File: src/rtl/exception_sequencer_pkg.sv
`default_nettype none
// ============================================================================
//  Module   : exc_pkg
//  Purpose  : Shared definitions for the exception sequencer: memory-address
//             mux select codes, exception cause codes, sequencer state
//             encoding, handler vector byte addresses and small helpers that
//             resolve simultaneous requests.
//  Ports    : none (package)
//  Revision : 1.0 - initial release
// ============================================================================
package exc_pkg;

    // Memory-address mux select codes
    localparam logic [2:0] SRC_PC     = 3'd0;
    localparam logic [2:0] SRC_ALUOUT = 3'd1;
    localparam logic [2:0] SRC_NOOP   = 3'd2;
    localparam logic [2:0] SRC_OVF    = 3'd3;
    localparam logic [2:0] SRC_DIV0   = 3'd4;
    localparam logic [2:0] SRC_ALURES = 3'd5;

    // Byte addresses of the handler vectors in memory
    localparam logic [7:0] VEC_NOOP = 8'd253;
    localparam logic [7:0] VEC_OVF  = 8'd254;
    localparam logic [7:0] VEC_DIV0 = 8'd255;

    // Latched exception cause
    typedef enum logic [1:0] {
        CAUSE_NONE = 2'd0,
        CAUSE_NOOP = 2'd1,
        CAUSE_OVF  = 2'd2,
        CAUSE_DIV0 = 2'd3
    } cause_t;

    // Sequencer states
    typedef enum logic [1:0] {
        ST_IDLE = 2'd0,
        ST_SAVE = 2'd1,
        ST_WAIT = 2'd2,
        ST_LOAD = 2'd3
    } state_t;

    // Resolve simultaneous requests: div0 beats overflow beats noop.
    // Losing requests are simply dropped.
    function automatic cause_t pick_cause(input logic div0,
                                          input logic ovf,
                                          input logic noop);
        cause_t c;
        c = CAUSE_NONE;
        if (div0)      c = CAUSE_DIV0;
        else if (ovf)  c = CAUSE_OVF;
        else if (noop) c = CAUSE_NOOP;
        return c;
    endfunction

    // Address-mux select that points memory at the vector for a cause
    function automatic logic [2:0] vector_select(input cause_t c);
        logic [2:0] sel;
        sel = SRC_PC;
        case (c)
            CAUSE_NOOP: sel = SRC_NOOP;
            CAUSE_OVF:  sel = SRC_OVF;
            CAUSE_DIV0: sel = SRC_DIV0;
            default:    sel = SRC_PC;
        endcase
        return sel;
    endfunction

endpackage
`default_nettype wire

File: src/rtl/exception_sequencer_wait_counter.sv
`default_nettype none
// ============================================================================
//  Module   : exc_wait_counter
//  Purpose  : Loadable 3-bit down-counter that times the memory read of the
//             handler vector. A load pulse arms it; while enabled it counts
//             down and 'expired' is high during the MEM_LAT-th enabled cycle.
//  Ports    : clk     - clock, rising edge
//             reset   - synchronous reset, active-low (clears the count)
//             load    - arm the counter for a fresh MEM_LAT-cycle wait
//             en      - count this cycle
//             expired - current cycle is the last cycle of the wait
//  Params   : MEM_LAT - memory read latency in cycles (1..7)
//  Revision : 1.0 - initial release
// ============================================================================
module exc_wait_counter #(
    parameter int MEM_LAT = 1
) (
    input  logic clk,
    input  logic reset,
    input  logic load,
    input  logic en,
    output logic expired
);

    // Out-of-range latencies are clamped into what 3 bits can time.
    localparam int LAT_CLAMPED = (MEM_LAT < 1) ? 1 : ((MEM_LAT > 7) ? 7 : MEM_LAT);

    // Loading LAT-1 makes the count reach zero on the LAT-th enabled cycle,
    // so 'expired' can be decoded directly from zero.
    localparam logic [2:0] LOAD_VALUE = 3'(LAT_CLAMPED - 1);

    logic [2:0] count;

    always_ff @(posedge clk) begin
        if (!reset) begin
            count <= 3'd0;
        end else if (load) begin
            count <= LOAD_VALUE;
        end else if (en && (count != 3'd0)) begin
            count <= count - 3'd1;
        end
    end

    assign expired = (count == 3'd0);

endmodule
`default_nettype wire

File: src/rtl/exception_sequencer.sv
`default_nettype none
// ============================================================================
//  Module   : exception_sequencer
//  Purpose  : Multicycle-CPU exception controller. On an invalid-opcode,
//             overflow or divide-by-zero request it takes over the
//             memory-address mux, saves EPC, points memory at the matching
//             vector byte, waits MEM_LAT cycles for the read, then loads PC
//             with the zero-extended handler byte. While idle the main
//             control unit's select passes straight through.
//  Ports    : clk          - clock, rising edge
//             reset        - synchronous reset, active-low
//             ctrl_src     - [2:0] mux select from the main control unit
//             exc_noop     - invalid-opcode request
//             exc_ovf      - overflow request
//             exc_div0     - divide-by-zero request
//             pc_in        - [31:0] current PC (already +4)
//             mem_data_in  - [31:0] memory read data, handler byte in [7:0]
//             src_add_mem  - [2:0] select driven to the address mux
//             busy         - sequencer owns the mux; main control stalls
//             epc_wr       - EPC write enable
//             epc_out      - [31:0] EPC write value (0 when not writing)
//             pc_wr        - PC write enable
//             pc_out       - [31:0] PC write value (0 when not writing)
//             exc_cause    - [1:0] latched cause: 0 none/1 noop/2 ovf/3 div0
//             done         - one-cycle pulse when the handler PC is loaded
//  Params   : MEM_LAT      - memory read latency in cycles (1..7)
//  Config   : EXC_EPC_EN   - when defined, the SAVE state writes EPC;
//                            otherwise epc_wr/epc_out are tied to 0 while
//                            the state sequence and timing stay the same.
//  Revision : 1.0 - initial release
// ============================================================================
module exception_sequencer
    import exc_pkg::*;
#(
    parameter int MEM_LAT = 1
) (
    input  logic        clk,
    input  logic        reset,
    input  logic [2:0]  ctrl_src,
    input  logic        exc_noop,
    input  logic        exc_ovf,
    input  logic        exc_div0,
    input  logic [31:0] pc_in,
    input  logic [31:0] mem_data_in,
    output logic [2:0]  src_add_mem,
    output logic        busy,
    output logic        epc_wr,
    output logic [31:0] epc_out,
    output logic        pc_wr,
    output logic [31:0] pc_out,
    output logic [1:0]  exc_cause,
    output logic        done
);

    state_t     state;
    logic [2:0] vec_sel;       // vector select held for the whole sequence
    logic       any_exc;
    cause_t     new_cause;
    logic       wait_expired;

    // Only the handler byte of the read data is ever used.
    logic       unused_mem_hi;
    assign unused_mem_hi = ^mem_data_in[31:8];

    assign any_exc   = exc_noop | exc_ovf | exc_div0;
    assign new_cause = pick_cause(exc_div0, exc_ovf, exc_noop);

    // ------------------------------------------------------------------
    // Read-latency timer: armed during SAVE, counts through WAIT.
    // ------------------------------------------------------------------
    exc_wait_counter #(
        .MEM_LAT (MEM_LAT)
    ) u_wait_counter (
        .clk     (clk),
        .reset   (reset),
        .load    (state == ST_SAVE),
        .en      (state == ST_WAIT),
        .expired (wait_expired)
    );

    // ------------------------------------------------------------------
    // Sequencer FSM with registered outputs. Write enables and their data
    // default to zero every cycle so the data buses read 0 whenever the
    // matching enable is low.
    // ------------------------------------------------------------------
    always_ff @(posedge clk) begin
        if (!reset) begin
            state     <= ST_IDLE;
            vec_sel   <= SRC_PC;
            busy      <= 1'b0;
            pc_wr     <= 1'b0;
            pc_out    <= 32'd0;
            exc_cause <= CAUSE_NONE;
            done      <= 1'b0;
`ifdef EXC_EPC_EN
            epc_wr    <= 1'b0;
            epc_out   <= 32'd0;
`endif
        end else begin
            pc_wr   <= 1'b0;
            pc_out  <= 32'd0;
            done    <= 1'b0;
`ifdef EXC_EPC_EN
            epc_wr  <= 1'b0;
            epc_out <= 32'd0;
`endif
            case (state)
                ST_IDLE: begin
                    if (any_exc) begin
                        state     <= ST_SAVE;
                        busy      <= 1'b1;
                        vec_sel   <= vector_select(new_cause);
                        exc_cause <= new_cause;
`ifdef EXC_EPC_EN
                        // pc_in already points past the faulting
                        // instruction; step back one word (wraps at 0).
                        epc_wr    <= 1'b1;
                        epc_out   <= pc_in - 32'd4;
`endif
                    end
                end
                ST_SAVE: begin
                    state <= ST_WAIT;
                end
                ST_WAIT: begin
                    if (wait_expired) begin
                        state  <= ST_LOAD;
                        pc_wr  <= 1'b1;
                        pc_out <= {24'd0, mem_data_in[7:0]};
                        done   <= 1'b1;
                    end
                end
                ST_LOAD: begin
                    state   <= ST_IDLE;
                    busy    <= 1'b0;
                    vec_sel <= SRC_PC;
                end
                default: begin
                    state   <= ST_IDLE;
                    busy    <= 1'b0;
                    vec_sel <= SRC_PC;
                end
            endcase
        end
    end

`ifndef EXC_EPC_EN
    // EPC saving disabled: the port pair is constant and pc_in goes unused.
    logic unused_pc_in;
    assign unused_pc_in = ^pc_in;
    assign epc_wr  = 1'b0;
    assign epc_out = 32'd0;
`endif

    // ------------------------------------------------------------------
    // Address-mux arbitration. Reset forces the PC select immediately,
    // independent of the clock, so memory never sees a stale vector.
    // ------------------------------------------------------------------
    always_comb begin
        src_add_mem = SRC_PC;
        if (!reset) begin
            src_add_mem = SRC_PC;
        end else if (state == ST_IDLE) begin
            src_add_mem = ctrl_src;
        end else begin
            src_add_mem = vec_sel;
        end
    end

endmodule
`default_nettype wire

File: config.mk
export PLATFORM = sky130hd
export DESIGN_NAME = exception_sequencer
export DESIGN_NICKNAME = d
export VERILOG_FILES = /design/src/rtl/exception_sequencer_pkg.sv /design/src/rtl/exception_sequencer_wait_counter.sv /design/src/rtl/exception_sequencer.sv
export SDC_FILE = /design/constraint.sdc
export NUM_CORES = 1
export LEC_CHECK = 0
export ABC_AREA = 1
export CAP_MARGIN = 15
export CELL_PAD_IN_SITES_DETAIL_PLACEMENT = 1
export CELL_PAD_IN_SITES_GLOBAL_PLACEMENT = 1
export CORE_UTILIZATION = 19
export CTS_CLUSTER_DIAMETER = 60
export DETAILED_ROUTE_END_ITERATION = 8
export PLACE_DENSITY = 0.88
export SLEW_MARGIN = 10
export SYNTH_ARGS = -nofsm -noshare
export SYNTH_HDL_FRONTEND = slang
export SYNTH_HIERARCHICAL = 1
export SYNTH_SLANG_ARGS = --single-unit
File: constraint.sdc
create_clock -name clk -period 2.3 [get_ports clk]
set_input_delay 0.46 -clock clk [delete_from_list [all_inputs] [get_ports clk]]
set_output_delay 0.46 -clock clk [all_outputs]
set_load 0.005 [all_outputs]
==> impl_metrics.env, run 1 <==
export IMPL_die_area_sq_um=7600
export IMPL_syn_avg_cell_area_sq_um=7.49
export IMPL_clockRootBuffer="clkbuf_8"
export IMPL_cts_sinks=20
export IMPL_synth_area_leaders="buf_4 32%, dfxtp_1 29%, ha_1 8.2%"
export IMPL_routed_via_density=3.19
export IMPL_synth_seq_cells=20
export IMPL_hp_class="reg2reg"
export IMPL_grt_max_degree=13
export IMPL_setup_tns_ps=0
export IMPL_timing_hold_ws_ps=460
export IMPL_gp_congestion=0.753
export IMPL_fillers=886
export IMPL_io_buffer_count=31
export IMPL_postRouteAntennaNets=0
export IMPL_maxCapViolCount=0
export IMPL_start_util_pct=20.0
export IMPL_drtPass1Iterations=2
export IMPL_ys_seq_area_share_pct=29.0
export IMPL_clockBufferDepth=2
export IMPL_remaining_drc_errors=0
export IMPL_antenna_found_initial=0
export IMPL_ys_warn_count=6
export IMPL_dpl_hpwl_mm=2.18
export IMPL_post_cts_buffers=0
export IMPL_vdd_ir_drop_max_mv=0.247
export IMPL_synth_area_sq_um=1380
export IMPL_arrival_ps=1700
export IMPL_cts_tree="built"
export IMPL_core_sq_um=6910
export IMPL_drt_iter0_drc=3
export IMPL_antenna_cells=0
export IMPL_finalClockSkew_ps=6.66
export IMPL_final_nets=301
export IMPL_synth_most_common_cell="buf_4"
export IMPL_grt_usage_pct=6.72
export IMPL_leakage_nw=0.826
export IMPL_fmax_ghz=0.463
export IMPL_maxSlewViolCount=0
export IMPL_placed_area_sq_um=1600
export IMPL_grt_pass1_vias=936
export IMPL_synth_async_reset_ratio_pct=0
export IMPL_areaGrowthSynthToFinish_pct=21.1
export IMPL_grt_setup_unrepaired="no"
export IMPL_die_y_um=87.2
export IMPL_cp_start_kind="flip-flop"
export IMPL_finalHoldViolations=0
export IMPL_status="finished, final reports clean"
export IMPL_ys_types=17
export IMPL_cp_max_fo=5
export IMPL_synth_largest_area_cell="buf_4"
export IMPL_vias=1006
export IMPL_setup_viol=0
export IMPL_cp_end_kind="primary output"
export IMPL_instances_no_fill=315
export IMPL_synth_flop_cell="dfxtp_1"
export IMPL_numCtsBuffers=3
export IMPL_finalCritPeriodShare_pct=93.9
export IMPL_design_power_total_mw=1.25
export IMPL_path_class="reg2out"
export IMPL_cts_htree_levels=1
export IMPL_postLayoutCellArea_sq_um=1670
export IMPL_required_ps=1840
export IMPL_die_w_um=87.2
export IMPL_ioPinCount=145
export IMPL_routedWlPerCell_um=7.91
export IMPL_clk_pin_slew_ps=80
export IMPL_synth_edff_count=0
export IMPL_powerDensity_nw_per_um2=749
export IMPL_totalWireLength_mm=2.49
export IMPL_syn_inst=184
export IMPL_placedCellCount=311
export IMPL_fin_crit_ps=2160
export IMPL_synth_common_cells="58 x buf_4, 24 x inv_1, 22 x nor2_1"
export IMPL_overflow=0
export IMPL_worstSkewPairLatency_ps=260
export IMPL_yosysTopAreaCellShare_pct=31.6
export IMPL_drive_above_1_share_pct=7.31
export IMPL_grt_first_pass_wirelength_mm=4.04
export IMPL_rows=30
-- flip-flops by register name (all words and copies together) (netlist names) --
register,flops
exc_cause,2
busy,1
done,1
state,2
u_wait_counter/count,3
pc_out,8
vec_sel,3
-- power breakdown --
| group | internal [mW] | leakage, nW | total [mW] | switching, mW |
|---|---|---|---|---|
| combinational | 0.230 | 0.627 | 0.470 | 0.241 |
| clock | 0.232 | 0.0357 | 0.348 | 0.116 |
| sequential | 0.402 | 0.163 | 0.432 | 0.0294 |
| total | 0.864 | 0.826 | 1.25 | 0.386 |
-- what timing repair did --
action,in CTS,in global routing
setup endpoints to repair,0,3
gates resized for setup,0,1
hold buffers,0,0
-- per-stage QoR --
step	util [%]	setup slack, ps
after floorplan	-	857
after global routing	24.2	11.0
after global placement	23.1	183
after CTS	24.1	50.7
after detailed placement	23.1	165
final	24.2	141
-- critical path, stage by stage (launching register included) --
cell,delay (ps)
dfxtp_1,370
inv_1,110
ha_2,230
inv_1,100
nor2_1,50
nor2_1,90
clkdlybuf4s50_1,500
-- path summary, 6_finish.rpt --
check / from / end / slack [ps] / cells after the start
worst max-delay path: state[0] / src_add_mem[0] / 140 / 6
worst min-delay path: exc_cause[0] / exc_cause[0] / 460 / 2
worst max register to register: state[0] / pc_out[0] / 850 / 6
worst min register to register: exc_cause[0] / exc_cause[0] / 460 / 2
-- layout by cell type (no fill, tap or decap) --
| cell type | Yosys | routed |
|---|---|---|
| ha_1 | 9 | 8 |
| nor3_4 | 1 | 1 |
| nand3_1 | 7 | 7 |
| conb_1 | 1 | 57 |
| o21ai_0 | 4 | 4 |
| ha_2 | 0 | 1 |
| inv_2 | 2 | 2 |
| nor2_2 | 2 | 2 |
| nor2_1 | 22 | 22 |
| inv_1 | 24 | 24 |
| buf_4 | 58 | 3 |
| clkdlybuf4s50_1 | 0 | 31 |
| bufinv_16 | 0 | 1 |
| dfxtp_1 | 20 | 20 |
| nand2_1 | 19 | 19 |
| nand2_2 | 1 | 1 |
| nand3_2 | 1 | 1 |
| a21oi_1 | 11 | 11 |
| or2_4 | 1 | 1 |
| clkbuf_8 | 0 | 3 |
-- kinds of logic after synthesis --
family	after synthesis	share of synthesized area (%)
adder cells (fa/ha/maj)	9	8.17
buffers and inverters	85	39.5
AO/OA/AOI/OAI	15	5.44
flip-flops	20	29.0
AND/OR/NAND/NOR	54	17.6
other	1	0.272
-- layer usage --
metal  wire [um]  vias up  GRT usage [%]
met5           0        -              0
li1            -      511              -
met3         179        0           2.56
met4           0        0          0.447
met1         922      452           6.64
met2        1390       43           13.7
-- cell type report --
class                           instances  area (sq um)  area share [%]
Sequential cell                        20           400            24.0
Inverter                               26          97.6            5.85
Clock buffer                            3          41.3            2.47
Multi-Input combinational cell        135           647            38.8
Clock inverter                          1          30.0            1.80
Timing Repair Buffer                   34           333            19.9
Tap cell                               96           120            7.20
Note: power is estimated with default switching activity, not from simulation.
==> run 2, diff against run 1 <==
--- a/config.mk
+++ b/config.mk
@@ -6,7 +6,7 @@
 export NUM_CORES = 1
 export LEC_CHECK = 0
 export ABC_AREA = 1
-export CAP_MARGIN = 15
+export CAP_MARGIN = 5
 export CELL_PAD_IN_SITES_DETAIL_PLACEMENT = 1
 export CELL_PAD_IN_SITES_GLOBAL_PLACEMENT = 1
 export CORE_UTILIZATION = 19
==> results of run 2 <==
Final layout, timing and power as in run 1 (identical DEF).
